File: config.mk
export PLATFORM = sky130hd
export DESIGN_NAME = gait_line_follower
export DESIGN_NICKNAME = d
export VERILOG_FILES = /design/src/rtl/gait_pkg.sv /design/src/rtl/gait_line_follower_servo_pwm.sv /design/src/rtl/gait_line_follower.sv
export SDC_FILE = /design/constraint.sdc
export NUM_CORES = 1
export LEC_CHECK = 0
export ABC_AREA = 1
export CAP_MARGIN = 30
export CORE_MARGIN = 2
export CORE_UTILIZATION = 62
export DETAILED_ROUTE_END_ITERATION = 16
export PLACE_DENSITY = 0.81
export SYNTH_ARGS = -nofsm -noshare
export SYNTH_HDL_FRONTEND = slang
export SYNTH_SLANG_ARGS = --single-unit
File: constraint.sdc
create_clock -name clk -period 2.2 [get_ports clk]
set_input_delay 0.22 -clock clk [delete_from_list [all_inputs] [get_ports clk]]
set_output_delay 0.22 -clock clk [all_outputs]
set_load 0.01 [all_outputs]
File: src/rtl/gait_pkg.sv
// Shared codes for the line-following walker.
// State, steering and leg position enums.
package gait_pkg;

  typedef enum logic [1:0] {
    IDLE = 2'd0,
    PH_A = 2'd1,
    PH_B = 2'd2,
    HALT = 2'd3
  } state_e;

  // Encoded as {l, r} so the sensor pair reads directly.
  typedef enum logic [1:0] {
    FWD    = 2'b00,
    TURN_R = 2'b01,
    TURN_L = 2'b10,
    STOP   = 2'b11
  } dir_e;

  typedef enum logic [1:0] {
    POS_LO  = 2'd0,
    POS_MID = 2'd1,
    POS_HI  = 2'd2
  } pos_e;

  function automatic dir_e decode_dir(
    input logic l,
    input logic r
  );
    dir_e d;
    unique case (1'b1)
      (l && r):  d = STOP;
      (l && !r): d = TURN_L;
      (!l && r): d = TURN_R;
      default:   d = FWD;
    endcase
    return d;
  endfunction

endpackage

File: src/rtl/gait_line_follower_servo_pwm.sv
// One servo channel on a shared frame counter.
// Width is latched at frame start so pulses never truncate.
module servo_pwm #(
  parameter int W         = 18,
  parameter int RST_WIDTH = 18_000
) (
  input  logic         clk,
  input  logic         rst,
  input  logic [W-1:0] frame_cnt,
  input  logic [W-1:0] width,
  output logic         pulse
);

  logic [W-1:0] width_q, width_d;
  logic         pulse_q, pulse_d;

  // Take a new width only at count 0 and compare against it.
  always_comb begin
    width_d = width_q;
    pulse_d = frame_cnt < width_q;
    if (frame_cnt == '0) begin
      width_d = width;
      pulse_d = width != '0;
    end
  end

  // Width and pulse registers; pulse drops at once on reset.
  always_ff @(posedge clk or negedge rst) begin
    if (!rst) begin
      width_q <= W'(RST_WIDTH);
      pulse_q <= 1'b0;
    end else begin
      width_q <= width_d;
      pulse_q <= pulse_d;
    end
  end

  assign pulse = pulse_q;

endmodule

File: src/rtl/gait_line_follower.sv
// Walker top: IR sync/debounce, step tick,
// gait FSM, step counter and three servo channels.
module gait_line_follower
  import gait_pkg::*;
#(
  parameter int CLK_DIV      = 1_600_000,
  parameter int DEB_LEN      = 16,
  parameter int SERVO_PERIOD = 240_000,
  parameter int PULSE_LO     = 12_000,
  parameter int PULSE_MID    = 18_000,
  parameter int PULSE_HI     = 24_000,
  parameter int CNT_W        = 8
) (
  input  logic             clk,
  input  logic             rst,
  input  logic             en,
  input  logic             r_ir,
  input  logic             l_ir,
  output logic             r_leg,
  output logic             l_leg,
  output logic             c_leg,
  output logic [CNT_W-1:0] step_cnt,
  output logic [1:0]       state
);

  localparam int TW = $clog2(CLK_DIV);
  localparam int DW = $clog2(DEB_LEN + 1);
  localparam int FW = $clog2(SERVO_PERIOD + 1);

  logic r_s1_q, r_s2_q, l_s1_q, l_s2_q;

  // Two-flop synchronisers for the raw sensor lines.
  always_ff @(posedge clk or negedge rst) begin
    if (!rst) begin
      r_s1_q <= 1'b0;
      r_s2_q <= 1'b0;
      l_s1_q <= 1'b0;
      l_s2_q <= 1'b0;
    end else begin
      r_s1_q <= r_ir;
      r_s2_q <= r_s1_q;
      l_s1_q <= l_ir;
      l_s2_q <= l_s1_q;
    end
  end

  logic [DW-1:0] r_cnt_q, r_cnt_d, l_cnt_q, l_cnt_d;
  logic          r_deb_q, r_deb_d, l_deb_q, l_deb_d;

  // Right debounce: accept after DEB_LEN differing cycles.
  always_comb begin
    r_cnt_d = '0;
    r_deb_d = r_deb_q;
    if (r_s2_q != r_deb_q) begin
      if (r_cnt_q == DW'(DEB_LEN - 1)) r_deb_d = r_s2_q;
      else r_cnt_d = r_cnt_q + DW'(1);
    end
  end

  // Left debounce: same rule as the right channel.
  always_comb begin
    l_cnt_d = '0;
    l_deb_d = l_deb_q;
    if (l_s2_q != l_deb_q) begin
      if (l_cnt_q == DW'(DEB_LEN - 1)) l_deb_d = l_s2_q;
      else l_cnt_d = l_cnt_q + DW'(1);
    end
  end

  // Debounce registers for both channels.
  always_ff @(posedge clk or negedge rst) begin
    if (!rst) begin
      r_cnt_q <= '0;
      r_deb_q <= 1'b0;
      l_cnt_q <= '0;
      l_deb_q <= 1'b0;
    end else begin
      r_cnt_q <= r_cnt_d;
      r_deb_q <= r_deb_d;
      l_cnt_q <= l_cnt_d;
      l_deb_q <= l_deb_d;
    end
  end

  logic [TW-1:0] tick_q, tick_d;
  logic          tick;

  // Step divider; frozen while walking is disabled.
  always_comb begin
    tick   = en && (tick_q == TW'(CLK_DIV - 1));
    tick_d = tick_q;
    if (en) tick_d = tick ? '0 : tick_q + TW'(1);
  end

  dir_e             dir_now, dir_q, dir_d;
  state_e           state_q, state_d;
  logic [CNT_W-1:0] step_q, step_d;
  logic             stop;

  assign dir_now = decode_dir(l_deb_q, r_deb_q);
  assign stop    = dir_now == STOP;

  // Gait state, steering and step registers.
  always_ff @(posedge clk or negedge rst) begin
    if (!rst) begin
      tick_q  <= '0;
      state_q <= IDLE;
      dir_q   <= FWD;
      step_q  <= '0;
    end else begin
      tick_q  <= tick_d;
      state_q <= state_d;
      dir_q   <= dir_d;
      step_q  <= step_d;
    end
  end

  // Next gait state; disable wins over a coincident tick.
  always_comb begin
    state_d = state_q;
    step_d  = step_q;
    dir_d   = tick ? dir_now : dir_q;
    if (!en) begin
      state_d = IDLE;
    end else if (tick) begin
      unique case (state_q)
        IDLE: state_d = PH_A;
        PH_A, PH_B: begin
          if (stop) begin
            state_d = HALT;
          end else begin
            state_d = (state_q == PH_A) ? PH_B : PH_A;
            step_d  = step_q + CNT_W'(1);
          end
        end
        HALT: if (!stop) state_d = PH_A;
        default: state_d = IDLE;
      endcase
    end
  end

  pos_e c_pos, r_pos, l_pos, swing;

  // Leg positions from gait phase and last sampled steering.
  always_comb begin
    c_pos = POS_MID;
    r_pos = POS_MID;
    l_pos = POS_MID;
    swing = POS_MID;
    unique case (state_q)
      PH_A: begin
        c_pos = POS_HI;
        swing = POS_LO;
      end
      PH_B: begin
        c_pos = POS_LO;
        swing = POS_HI;
      end
      default: ;
    endcase
    if (dir_q == FWD || dir_q == TURN_L) r_pos = swing;
    if (dir_q == FWD || dir_q == TURN_R) l_pos = swing;
  end

  function automatic logic [FW-1:0] pos_width(input pos_e p);
    logic [FW-1:0] w;
    unique case (p)
      POS_LO:  w = FW'(PULSE_LO);
      POS_HI:  w = FW'(PULSE_HI);
      default: w = FW'(PULSE_MID);
    endcase
    return w;
  endfunction

  logic [FW-1:0] frame_q, frame_d;

  // Free-running servo frame counter.
  always_comb begin
    frame_d = (frame_q == FW'(SERVO_PERIOD - 1)) ? '0 : frame_q + FW'(1);
  end

  // Frame counter register.
  always_ff @(posedge clk or negedge rst) begin
    if (!rst) frame_q <= '0;
    else frame_q <= frame_d;
  end

  servo_pwm #(.W(FW), .RST_WIDTH(PULSE_MID)) u_c_pwm (
    .clk(clk), .rst(rst), .frame_cnt(frame_q),
    .width(pos_width(c_pos)), .pulse(c_leg)
  );

  servo_pwm #(.W(FW), .RST_WIDTH(PULSE_MID)) u_r_pwm (
    .clk(clk), .rst(rst), .frame_cnt(frame_q),
    .width(pos_width(r_pos)), .pulse(r_leg)
  );

  servo_pwm #(.W(FW), .RST_WIDTH(PULSE_MID)) u_l_pwm (
    .clk(clk), .rst(rst), .frame_cnt(frame_q),
    .width(pos_width(l_pos)), .pulse(l_leg)
  );

  assign step_cnt = step_q;
  assign state    = state_q;

endmodule

* Yosys cells after proc, flatten, opt, wreduce, memory -nomap -nowiden
Index checks and enable logic that the tools add are counted.
** Word-level totals
- Output and inout bits :: 13
- Word-level logic and storage cells :: 90
- Input bits :: 5
- Register bits :: 124
** Cells by class
- Add/sub/neg operators :: 5
- Bitwise operators :: 1
- Mux-type cells :: 23
- Eq/ne operators :: 17
- Reduce and logical (&&, ||, !) cells :: 22
- $lt $le $gt $ge :: 3
** Operators by type and width (count)
- one-hot mux 15 bit (2 select lines) :: 3
- less-than comparator 18 bit :: 3
- nonzero test 18 bit :: 3
- adder 21 x 1 -> 21 bit, second input constant :: 1
- equality test 21 bit, second input constant :: 1
- two-way mux 21 bit :: 1
- two-way mux 5 bit :: 4
- adder 18 x 1 -> 18 bit, second input constant :: 1
- equality test 18 bit, second input constant :: 1
- logical NOT 18 bit :: 1
- two-way mux 18 bit :: 1
- equality test 2 bit, second input constant :: 7
- two-way mux 2 bit :: 7
- one-hot mux 2 bit (3 select lines) :: 2
- adder 5 x 1 -> 5 bit, second input constant :: 2
- equality test 5 x 4 -> 1 bit, second input constant :: 2
- logical NOT 2 bit :: 5
- adder 8 x 1 -> 8 bit, second input constant :: 1
- one-hot mux 2 bit (2 select lines) :: 2
- AND reduction 2 bit :: 3
- equality test 2 x 1 -> 1 bit, second input constant :: 2
- logical AND 1 bit :: 4
- AND reduction 4 bit :: 1
- two-way mux 1 bit :: 3
- 7 further kinds :: 10

* Depth between registers and ports, before layout
Gate-level depths: netlist of the first run.
- Word-level depth :: 8
- Gate-level depth with buffers :: 10
- Depth with buffers taken out :: 10

* Modules after synthesis
A second synthesis of the first run with hierarchy kept.
** Second synthesis, totals
- Cells, all modules :: 983
- Area, all modules :: 7689.9 sq um
** By module, submodules not included
- servo_pwm :: sequential area each 481.7 sq um, times used 3, cells an instance 177, area each 1363.8 sq um
- gait_line_follower :: sequential area each 1676.6 sq um, times used 1, cells an instance 452, area each 3598.5 sq um

* Worst setup path before layout of the first run
OpenSTA, ideal clock, no wires.
- Kind :: reg2reg
- Start :: register state_q[0] (netlist: state[0])
- End :: register step_q[0] (netlist: step_cnt[0])
- Library setup time :: 0.127 ns
- Arrival :: 1.464 ns
- Required time :: 2.073 ns
- Slack :: 0.610 ns
- Path buffers :: 1
- Stages on the path, launching flop included :: 7
- Period minus slack after synthesis :: 1.590 ns
- Cells stage by stage :: dfrtp_1 -> inv_1 -> ha_1 -> nor2_1 -> buf_2 -> nand2_1 -> xnor2_1
** On the way
- Longest elaborated chain between the ends :: 3
- Elaborated cells on any way between the ends :: 4
- Those cells by class :: eq/ne (2); reduce/logical (2)
** RTL lines
- start, declared :: line gait_line_follower.sv:96 : state_e state_q, state_d;
- start signal, assigned :: line gait_line_follower.sv:112 : state_q <= state_d;
- equality test 2 x 1 -> 1 bit / equality test 2 bit (equally long branches) :: line gait_line_follower.sv:126 : unique case (state_q)
- OR reduction 2 bit * :: line gait_line_follower.sv:126
- AND reduction 4 bit (no source line) *
- end signal, assigned :: line gait_line_follower.sv:114 : step_q <= step_d;
- end, declared :: line gait_line_follower.sv:97 : logic [CNT_W-1:0] step_q, step_d;
Every way passes the cells marked *; elsewhere a longest branch is shown, timed or not.
A chain may end at the register's enable or synchronous reset.

* Worst setup path after layout of the first run
- Start :: register state_q[0] (netlist: state[0])
- End :: register step_q[1] (netlist: step_cnt[1])
Same word-level chain as after synthesis.

==> results of run 1 <==
## layout make-up
class | instances | area, um^2 | share of cell area [%]
Inverter | 113 | 429 | 7.59
Multi-Input combinational cell | 444 | 2430 | 43.0
Clock buffer | 11 | 151 | 2.68
Tap cell | 105 | 131 | 2.32
Timing Repair Buffer | 24 | 235 | 4.16
Clock inverter | 5 | 62.6 | 1.11
Sequential cell | 88 | 2210 | 39.1
## layout by cell type, fill, tap and decap left out, drive strengths merged
cell           count
nand2            140
inv              113
nor2              85
dfrtp             79
nand3             48
ha                35
nor3              29
o21ai             28
nand4             22
xor2              19
a21oi             16
clkdlybuf4s50     16
clkbuf            11
dfstp              9
buf                7
xnor2              5
a21boi             4
a211oi             3
mux2               2
and3               2
clkinv             2
clkinvlp           2
nor4               2
nor3b              1
or2                1
o22ai              1
a21o               1
bufinv             1
dlygate4sd3        1
## cell families (layout without fill, tap and decap cells)
logic type | after synthesis | count (layout) | synth area share, %
xor+xnor | 24 | 24 | 4.10
buf+inv | 120 | 153 | 9.33
fa+ha+maj | 35 | 35 | 8.54
compound gates | 53 | 53 | 5.59
mux | 2 | 2 | 0.439
simple gates | 330 | 330 | 28.8
flops | 88 | 88 | 43.2
## path summary, 6_finish.rpt
path                                      endpoint  slack, ns  depth (start not counted)
worst max-delay path                   step_cnt[1]       0.46                          9
max in group asynchronous       u_r_pwm.width_q[9]       1.15                          3
worst max register to register         step_cnt[1]       0.46                          9
worst min register to register              l_s2_q       0.35                          0
worst min-delay path                        r_s1_q       0.29                          1
min in group asynchronous               frame_q[2]       0.34                          2
## power groups by stage
stage / clock (uW) / sequential (uW) / combinational, uW
floorplan: 0 / 1770 / 149
global placement: 0 / 1780 / 218
detailed placement: 0 / 1790 / 225
CTS: 1210 / 1750 / 229
global route: 1280 / 1770 / 261
finish: 1200 / 1750 / 224
## routing by layer
| metal | vias up | track usage (%) |
|---|---|---|
| li1 | 2137 | - |
| met1 | 2017 | 34.9 |
| met2 | 184 | 45.5 |
| met3 | 33 | 3.59 |
| met4 | 0 | 11.7 |
| met5 | - | 0 |
## registers in the layout, summed over array words and instances (netlist names), 2 cells and up
register and count:
tick_q 21, frame_q 18, step_cnt 8, u_c_pwm.width_q 6, u_l_pwm.width_q 6, u_r_pwm.width_q 6
l_cnt_q 5, r_cnt_q 5, dir_q 2, state 2
## critical path, stage by stage, from the launching register on
cell,delay [ns]
sky130_fd_sc_hd__dfrtp_1,0.44
sky130_fd_sc_hd__inv_1,0.09
sky130_fd_sc_hd__ha_1,0.40
sky130_fd_sc_hd__nor2_1,0.13
sky130_fd_sc_hd__buf_4,0.19
sky130_fd_sc_hd__inv_1,0.09
sky130_fd_sc_hd__nor2_4,0.14
sky130_fd_sc_hd__nand2_1,0.06
sky130_fd_sc_hd__nand2_1,0.06
sky130_fd_sc_hd__inv_1,0.04
## repair_timing
item | CTS | global route
buffers inserted | 0 | 0
hold endpoints to repair | 35 | 0
hold buffers | 1 | 0
## per-stage QoR
stage          total power, uW  hold slack, ns  utilization [%]  setup WS [ns]  cell area [um^2]
2_1_floorplan             1920         -0.0756                -          0.610              5120
3_3_place_gp              2000           0.205             67.1          0.422              5430
3_5_place_dp              2010           0.210             67.1          0.368              5430
4_1_cts                   3200           0.281             69.9          0.449              5660
5_1_grt                   3300           0.277             69.9          0.306              5660
6_report                  3180           0.287             69.9          0.456              5660
==> implementation parameters, run 1 <==
Parameter                              Value

Timing
  Unrepaired setup endpoints after global routing ... no
  Min Tclk post-route ... approximately 1.7 ns
  Final setup fails ... 0
  Final count of hold timing violations ... 0
  Highest Clock Rate ... between 500 and 600 MHz
  Post-route clock skew ... approximately 0.015 ns
  Final Max Tran Viols ... 0
  Tcrit/Tclk final ... between 70% and 80%
  Setup tns final ... 0 ns
  Worst slew margin relative to its limit ... between 60% and 70%
  Transition at the pin with the smallest max-transition slack ... 0.468 ns

Floorplanning
  Count of boundary I/O pins ... 18
  Floorplan row count ... 33
  Core region area ... slightly above 8000 um^2
  Die footprint ... between 9000 and 10,000 um^2
  Initial Utilization ... 63.3%
  Die boundary height ... 94.9 um
  Die width ... 94.9 um

GRT
  Global router's overall resource usage ... a little over a quarter
  Vias in the first global route ... 4,190
  Initial antenna violation count ... 0
  Global-route wire length before repair ... 18.9 mm
  Total congestion overflow after global routing ... 0
  Pin count of the biggest net entering global routing ... 38

Pwr
  Pwr Density ... ~560 nW/um^2
  Part of the power in the clock network ... a little under two fifths
  Fraction of power consumed by sequential logic ... 55.2%
  Share of power burned in combinational logic ... under 10%
  Net switching component of the power ... around 800 uW
  Switch share ... 25.3%
  Leakage power total ... 0.00290 uW
  IR Drop Worst-Case VDD ... 0.402 mV
  Internal ... 2370 uW

Worst hold path
  Beginning of the worst hold path ... r_ir
  HP Class ... in2reg

Drt
  WL/cell ... 14.0 um
  Post-Route M1 WL ... approximately 4.7 mm
  Count of routing violations after the opening detailed-route iteration ... roughly 300
  First-pass iteration count of the detailed router ... 5
  Antenna-violating nets left ... 0
  Uppermost layer routed ... met4
  Vias ... about 4,400
  Drc violations ... 0
  Routed met2 length ... around 5.3 mm
  Routed wire length ... 11.1 mm
  Via density per instance ... ~5.5
  Wire length on met3 ... 651 um

Logic synthesis
  #FFs+latches synth ... slightly below 90
  Most area-hungry cell type in the Yosys netlist ... sky130_fd_sc_hd__dfrtp_1
  Count of mapped cells out of synthesis ... between 600 and 700
  Synth warn ... 0
  Syn Area/Cell ... between 7 and 8 um^2
  Number of different library cells in the post-synthesis netlist ... 35
  Count leader, synth ... sky130_fd_sc_hd__nand2_1
  Share of synthesized flip-flops with an asynchronous set or reset ... 100%
  Mapped cell area ... slightly above 5000 um^2
  Sequential-to-total area share from yosys stat ... between 40% and 50%
  Top cells by count, synth ... sky130_fd_sc_hd__nand2_1 (138), sky130_fd_sc_hd__inv_1 (109), sky130_fd_sc_hd__nor2_1 (82), sky130_fd_sc_hd__dfrtp_1 (79), sky130_fd_sc_hd__nand3_1 (47)
  Primary flip-flop cell chosen by synthesis mapping ... sky130_fd_sc_hd__dfrtp_1
  Share of Yosys cell area claimed by the top area cell type ... slightly below 40%
  Nets in the synthesized netlist ... roughly 700
  Area contributors post-synth ... sky130_fd_sc_hd__dfrtp_1 (39%), sky130_fd_sc_hd__nand2_1 (10%), sky130_fd_sc_hd__ha_1 (8.5%)
  Number of enable flip-flop cells after synthesis ... 0

Final layout
  Fill cell instance count of the final layout ... 625
  Final-stage net count ... 720
  Share of post-route cells with drive strength above 1 ... under 10%
  Final instance count without filler cells ... 790
  Synthesis-to-finish area growth ... 10.4%
  ANT cells ... 0

Placement
  Final Wtd Congestion ... 0.921
  Detailed placement HPWL ... 8.07 mm
  Number of cells in the design after placement ... ~770
  Number of I/O port buffers ... 17

Clock network
  Cts bufs inserted ... 9
  Post-cts gate resize count ... 0
  Clock latency at the later pin of the worst-skew pair ... 0.37 ns
  Maximum number of buffers from clock root to sink ... 2
  Clock Root Buffer ... sky130_fd_sc_hd__clkbuf_8
  Clock transition at the register clock pins on the worst setup and hold paths after CTS ... around 0.090 ns
  Number of levels in the clock H-tree ... 3
  TritonCTS clock tree ... done
  CTS sink cnt ... 88

Setup path
  Required @ worst endpoint ... 2.46 ns
  Capturing element type of the critical path ... register
  Worst Setup Start Kind ... register
  Highest fanout seen on the critical path ... 12
  Worst setup path category ... reg2reg
  Startpoint of the lowest-slack register-to-register path ... state[0]
  Crit path DAT ... 2.01 ns
  Launching instance or port of the critical path ... state[0]

Outcome
  Status ... finished, final reports clean

Run
  Total of max-cap violations ... 0
Power figures use the tool's default switching activity.
==> run 2, diff against run 1 <==
==> constraint.sdc (replaced) <==
create_clock -name clk -period 1.65 [get_ports clk]
set_input_delay 0.165 -clock clk [delete_from_list [all_inputs] [get_ports clk]]
set_output_delay 0.165 -clock clk [all_outputs]
set_load 0.01 [all_outputs]
==> run 2 against run 1 <==
  * Register-to-register slack lost 0.41 ns
  * Clock skew grew 0.0024 ns
  * Sequential power grew 34%
  * Largest cell class unchanged
==> implementation parameters, run 2 (synthesis gave the netlist of run 1 again) <==
Parameter                              Value

Clock network
  Number of levels in the clock H-tree ... 3
  TritonCTS clock tree ... done
  Clock Root Buffer ... sky130_fd_sc_hd__clkbuf_8
  Maximum number of buffers from clock root to sink ... 2
  CTS sink cnt ... approximately 90
  Cts bufs inserted ... 9
  Clock latency at the later pin of the worst-skew pair ... 0.37 ns
  Clock transition at the register clock pins on the worst setup and hold paths after CTS ... roughly 0.10 ns

Final layout
  Share of post-route cells with drive strength above 1 ... between 10% and 20%
  ANT cells ... 0
  Final instance count without filler cells ... approximately 800
  Synthesis-to-finish area growth ... 15.6%
  Fill cell instance count of the final layout ... 640
  Final-stage net count ... between 700 and 800
  Largest register by flop count ... tick_q
  Flip-flop count of the largest register, all copies and words added ... 21
  Reg area ... 2220 um^2
  Multi-input logic area ... between 2000 and 2500 um^2
  Leading cell type in the layout, fill and taps excluded ... sky130_fd_sc_hd__nand2_1
  Commonest cells after routing, fill and taps aside ... sky130_fd_sc_hd__nand2_1 (137), sky130_fd_sc_hd__inv_1 (108), sky130_fd_sc_hd__nor2_1 (80)

Placement
  Detailed placement HPWL ... approximately 8.5 mm
  Number of I/O port buffers ... 17
  Number of cells in the design after placement ... roughly 800
  Final Wtd Congestion ... ~0.95

Setup path
  Worst R2R End ... step_cnt[1]
  FF-to-FF path depth ... 9
  Worst setup path category ... reg2reg
  Required @ worst endpoint ... approximately 1.9 ns
  Highest fanout seen on the critical path ... 12
  Crit path DAT ... 1.87 ns
  Startpoint of the lowest-slack register-to-register path ... state[0]
  Capturing element type of the critical path ... register
  Worst Setup Start Kind ... register
  R2r setup slk ... 0.05 ns

GRT
  Vias in the first global route ... roughly 4,300
  Global router's overall resource usage ... 27.2%
  Pin count of the biggest net entering global routing ... 37
  Total congestion overflow after global routing ... 0
  Global-route wire length before repair ... between 15 and 20 mm
  Initial antenna violation count ... 0

Floorplanning
  Initial Utilization ... between 60% and 70%
  Count of boundary I/O pins ... 18
  Die boundary height ... about 95 um
  Floorplan row count ... 33
  Die footprint ... 9010 um^2
  Die width ... between 90 and 100 um
  Core region area ... 8090 um^2

Drt
  Count of routing violations after the opening detailed-route iteration ... between 200 and 250
  Vias ... between 4,000 and 5,000
  Routed wire length ... about 11 mm
  WL/cell ... approximately 14 um
  Antenna-violating nets left ... 0
  Drc violations ... 0
  First-pass iteration count of the detailed router ... 6
  Via density per instance ... roughly 5.4

Worst hold path
  Worst Hold End ... r_s1_q
  Cells on Worst Hold Path ... 1
  HP Class ... in2reg
  Beginning of the worst hold path ... r_ir

Timing
  Post-route clock skew ... about 0.018 ns
  Highest Clock Rate ... around 620 MHz
  Final Max Tran Viols ... 0
  Worst hold slack ... 0.229 ns
  Min Tclk post-route ... around 1.6 ns
  Tcrit/Tclk final ... a little over nine tenths
  Transition at the pin with the smallest max-transition slack ... about 0.48 ns
  Final count of hold timing violations ... 0
  Worst slew margin relative to its limit ... 67.9%
  Final setup fails ... 0

Pwr
  Leakage power total ... a little over 0.003 uW
  Pwr Density ... just over 700 nW/um^2
  IR Drop Worst-Case VDD ... 0.621 mV

Outcome
  Status ... finished, final reports clean

Run
  Total of max-cap violations ... 0
-- run 2: cell types whose count changed in the layout (fill, tap and decap cells not counted), moves of 3 or more --
cell                      previous run  this run
sky130_fd_sc_hd__buf_4               6        27
sky130_fd_sc_hd__dfrtp_2             0         3
sky130_fd_sc_hd__dfrtp_1            79        76
sky130_fd_sc_hd__inv_6               1         4
sky130_fd_sc_hd__ha_1               35        32
sky130_fd_sc_hd__buf_12              1         4
-- run 2: report_power, final --
part / switching [uW] / internal [uW] / leakage, uW
logic: 184 / 135 / 0.00186
clock network: 851 / 735 / 0.000107
registers: 91.8 / 2250 / 0.00107
total: 1130 / 3120 / 0.00303
-- run 2: area by class of cell --
| type | count | area share (%) |
|---|---|---|
| multi-input combinational | 444 | 41.8 |
| sequential | 88 | 37.4 |
| timing repair buffer | 49 | 7.84 |
| inverter | 113 | 7.24 |
| tap | 105 | 2.22 |
| clock buffer | 9 | 2.09 |
| clock inverter | 7 | 1.44 |
-- run 2: per-layer routing --
| layer | vias to the layer above | global-route usage, % | share of wire, % |
|---|---|---|---|
| li1 | 2187 | - | - |
| met1 | 2040 | 34.4 | 44 |
| met2 | 155 | 46.5 | 48 |
| met3 | 35 | 3.59 | 4.7 |
| met4 | 0 | 12.7 | 2.8 |
| met5 | - | 0 | 0 |
-- run 2: what timing repair did --
item,in CTS,in global routing
endpoints found under the hold margin,33,0
resized for setup,0,13
hold buffers,1,0
setup endpoints to repair,0,19
setup buffers,0,2
-- run 2: worst max-delay path by stage --
stage,start,endpoint,slack [ns],cells after the start
after floorplan,state[0],step_cnt[0],0.06,6
after global placement,en,tick_q[19],0.05,12
after detailed placement,en,tick_q[11],0.03,8
after CTS,state[0],step_cnt[1],0.05,9
after global routing,tick_q[0],tick_q[14],-0.01,10
final,state[0],step_cnt[1],0.05,9
-- run 2: worst max-delay path, stage by stage, from the launching register on --
cell,delay (ns)
sky130_fd_sc_hd__dfrtp_1,0.36
sky130_fd_sc_hd__inv_1,0.07
sky130_fd_sc_hd__ha_1,0.32
sky130_fd_sc_hd__nor2_1,0.20
sky130_fd_sc_hd__buf_12,0.16
sky130_fd_sc_hd__inv_1,0.07
sky130_fd_sc_hd__nor2_4,0.14
sky130_fd_sc_hd__nand2_1,0.07
sky130_fd_sc_hd__nand2_1,0.07
sky130_fd_sc_hd__inv_1,0.04
-- run 2: stage by stage --
stage	cell area, um^2	TNS, ns	setup WS (ns)	util, %	total power, uW
after global routing	5920	-0.0284	-0.0145	73.2	4440
after floorplan	5120	0	0.0596	-	2560
after global placement	5640	0	0.0491	69.7	2680
final	5920	0	0.0477	73.2	4250
after detailed placement	5640	0	0.0251	69.7	2690
after CTS	5860	0	0.0453	72.4	4280
==> run 3, diff against run 2 <==
--- a/config.mk
+++ b/config.mk
@@ -7,7 +7,7 @@
 export LEC_CHECK = 0
 export ABC_AREA = 1
 export CAP_MARGIN = 30
-export CORE_MARGIN = 2
+export CORE_MARGIN = 1
 export CORE_UTILIZATION = 62
 export DETAILED_ROUTE_END_ITERATION = 16
 export PLACE_DENSITY = 0.81
==> run 3 against run 2 <==
  * Cell count is 1.7% higher
  * Maximum frequency is 1.1% higher
  * Sequential power hardly changed
  * Combinational power is 16% higher
  * Hold slack worse by 0.049 ns
  * Flip-flop and latch count stayed put
  * Worst setup slack better by 0.018 ns
  * Critical path depth is 2 lower
  * Clock power is 6% lower
  * Power is 0.75% lower
  * Count of clock-buffer cells in the layout stayed put
  * Wire length is 7.9% higher
  * Critical path type unchanged
  * Critical endpoint is now u_l_pwm.width_q[13]
  * Largest cell class unchanged
==> implementation parameters, run 3 (synthesis gave the netlist of run 1 again) <==
Parameter                              Value

Outcome
  Status ... finished, final reports clean

Setup path
  Worst Setup Start Kind ... register
  Capturing element type of the critical path ... register
  Highest fanout seen on the critical path ... 21
  Crit path DAT ... 1.85 ns
  Required @ worst endpoint ... 1.92 ns
  Worst setup path category ... reg2reg

Floorplanning
  Die boundary height ... about 93 um
  Die footprint ... between 8000 and 9000 um^2
  Core region area ... a little under 8000 um^2
  Initial Utilization ... 65.3%
  Floorplan row count ... 32
  Die width ... approximately 93 um
  Count of boundary I/O pins ... 18

Drt
  WL/cell ... 14.9 um
  Routed met2 length ... approximately 6.3 mm
  Post-Route M1 WL ... slightly below 5 mm
  Routed wire length ... 12.3 mm
  Antenna-violating nets left ... 0
  Via density per instance ... between 5 and 6
  Wire length on met3 ... approximately 730 um
  Uppermost layer routed ... met4
  Drc violations ... 0
  Count of routing violations after the opening detailed-route iteration ... between 200 and 250
  Vias ... 4,630
  First-pass iteration count of the detailed router ... 5

Final layout
  Flip-flop count of the largest register, all copies and words added ... 21
  ANT cells ... 0
  Final-stage net count ... 763
  Commonest cells after routing, fill and taps aside ... sky130_fd_sc_hd__nand2_1 (136), sky130_fd_sc_hd__inv_1 (108), sky130_fd_sc_hd__nor2_1 (74), sky130_fd_sc_hd__dfrtp_1 (74), sky130_fd_sc_hd__nand3_1 (47)
  Leading cell type in the layout, fill and taps excluded ... sky130_fd_sc_hd__nand2_1
  Share of post-route cells with drive strength above 1 ... between 10% and 20%
  Largest register by flop count ... tick_q
  Synthesis-to-finish area growth ... 17.9%

GRT
  Initial antenna violation count ... 0
  Global-route wire length before repair ... around 20 mm
  Pin count of the biggest net entering global routing ... 40
  Global router's overall resource usage ... 30.6%
  Total congestion overflow after global routing ... 0
  Vias in the first global route ... approximately 4,600

Timing
  Final Max Tran Viols ... 0
  Final count of hold timing violations ... 0
  Transition at the pin with the smallest max-transition slack ... 0.436 ns
  Tcrit/Tclk final ... a little over nine tenths
  Min Tclk post-route ... 1.58 ns
  Post-route clock skew ... a little over 0.008 ns
  Setup tns final ... 0 ns
  Final setup fails ... 0
  Unrepaired setup endpoints after global routing ... yes
  Highest Clock Rate ... 631 MHz
  Worst slew margin relative to its limit ... between 70% and 80%

Clock network
  Cts bufs inserted ... 9
  Clock transition at the register clock pins on the worst setup and hold paths after CTS ... 0.09 ns
  TritonCTS clock tree ... done
  Number of levels in the clock H-tree ... 3
  Clock latency at the later pin of the worst-skew pair ... ~0.36 ns
  CTS sink cnt ... between 80 and 90
  Clock Root Buffer ... sky130_fd_sc_hd__clkbuf_8
  Maximum number of buffers from clock root to sink ... 2

Pwr
  IR Drop Worst-Case VDD ... approximately 0.63 mV
  Total Power Consumption ... about 4200 uW
  Pwr Density ... about 700 nW/um^2
  Leakage power total ... approximately 0.0031 uW

Worst hold path
  HP Class ... in2async

Run
  Total of max-cap violations ... 0

Placement
  Number of I/O port buffers ... 17
  Final Wtd Congestion ... approximately 0.96
  Detailed placement HPWL ... 8.86 mm
[run 3: changes by cell type in the layout (fill, tap and decap cells not counted), moves of 2 or more]
cell	change
sky130_fd_sc_hd__buf_4	+19
sky130_fd_sc_hd__dfrtp_1	-2
sky130_fd_sc_hd__dfrtp_2	+2
sky130_fd_sc_hd__inv_6	-2
sky130_fd_sc_hd__nor2_1	-6
sky130_fd_sc_hd__nor2_2	+5
[run 3: layout make-up]
| type | count | area [um^2] |
|---|---|---|
| Clock buffer | 9 | 124 |
| Fill cell | 539 | 1800 |
| Multi-Input combinational cell | 444 | 2490 |
| Inverter | 113 | 429 |
| Timing Repair Buffer | 67 | 581 |
| Tap cell | 102 | 128 |
| Sequential cell | 88 | 2220 |
| Clock inverter | 6 | 68.8 |
[run 3: what timing repair did]
action / CTS / global route
gates resized for setup: 0 / 23
hold endpoints to repair: 79 / 0
endpoints found under the setup margin: 0 / 38
hold buffers: 1 / 0
buffers inserted: 0 / 14
[run 3: power breakdown]
| group | internal [uW] | switching, uW |
|---|---|---|
| combinational | 166 | 204 |
| clock | 702 | 790 |
| sequential | 2250 | 102 |
| total | 3120 | 1100 |
[run 3: through the flow]
stage / area [um^2] / instances / hold slack [ns] / worst slack, ns / utilization (%)
floorplan: 5120 / 652 / -0.131 / 0.0596 / -
global placement: 5670 / 799 / 0.0151 / 0.0470 / 72.3
detailed placement: 5670 / 799 / 0.0198 / -0.0818 / 72.3
CTS: 5870 / 815 / 0.165 / 0.0249 / 74.9
global route: 6040 / 829 / 0.181 / -0.0212 / 77.0
finish: 6040 / 829 / 0.180 / 0.0656 / 77.0
[run 3: path summary, 6_finish.rpt]
check	start	slack, ns	end	cells past startpoint
worst max register to register	frame_q[7]	0.07	u_l_pwm.width_q[13]	7
worst min-delay path	rst	0.18	u_l_pwm.width_q[11]	2
max in group asynchronous	rst	0.85	u_c_pwm.width_q[9]	3
worst max-delay path	frame_q[7]	0.07	u_l_pwm.width_q[13]	7
worst min register to register	r_s1_q	0.36	r_s2_q	0
min in group clk	l_ir	0.24	l_s1_q	1
[run 3: critical path, stage by stage (launching register included)]
cell and delay [ns]:
sky130_fd_sc_hd__dfrtp_2 0.50, sky130_fd_sc_hd__inv_1 0.11, sky130_fd_sc_hd__buf_4 0.13, sky130_fd_sc_hd__nand4_1 0.12
sky130_fd_sc_hd__nor2_1 0.13, sky130_fd_sc_hd__nand3_1 0.14, sky130_fd_sc_hd__buf_12 0.18, sky130_fd_sc_hd__o21ai_0 0.19
[run 3: per-layer routing]
layer / up-vias / GRT usage, %
met4: 0 / 14.0
met3: 55 / 5.91
met1: 2174 / 36.2
met2: 179 / 53.4
li1: 2222 / -
met5: - / 0
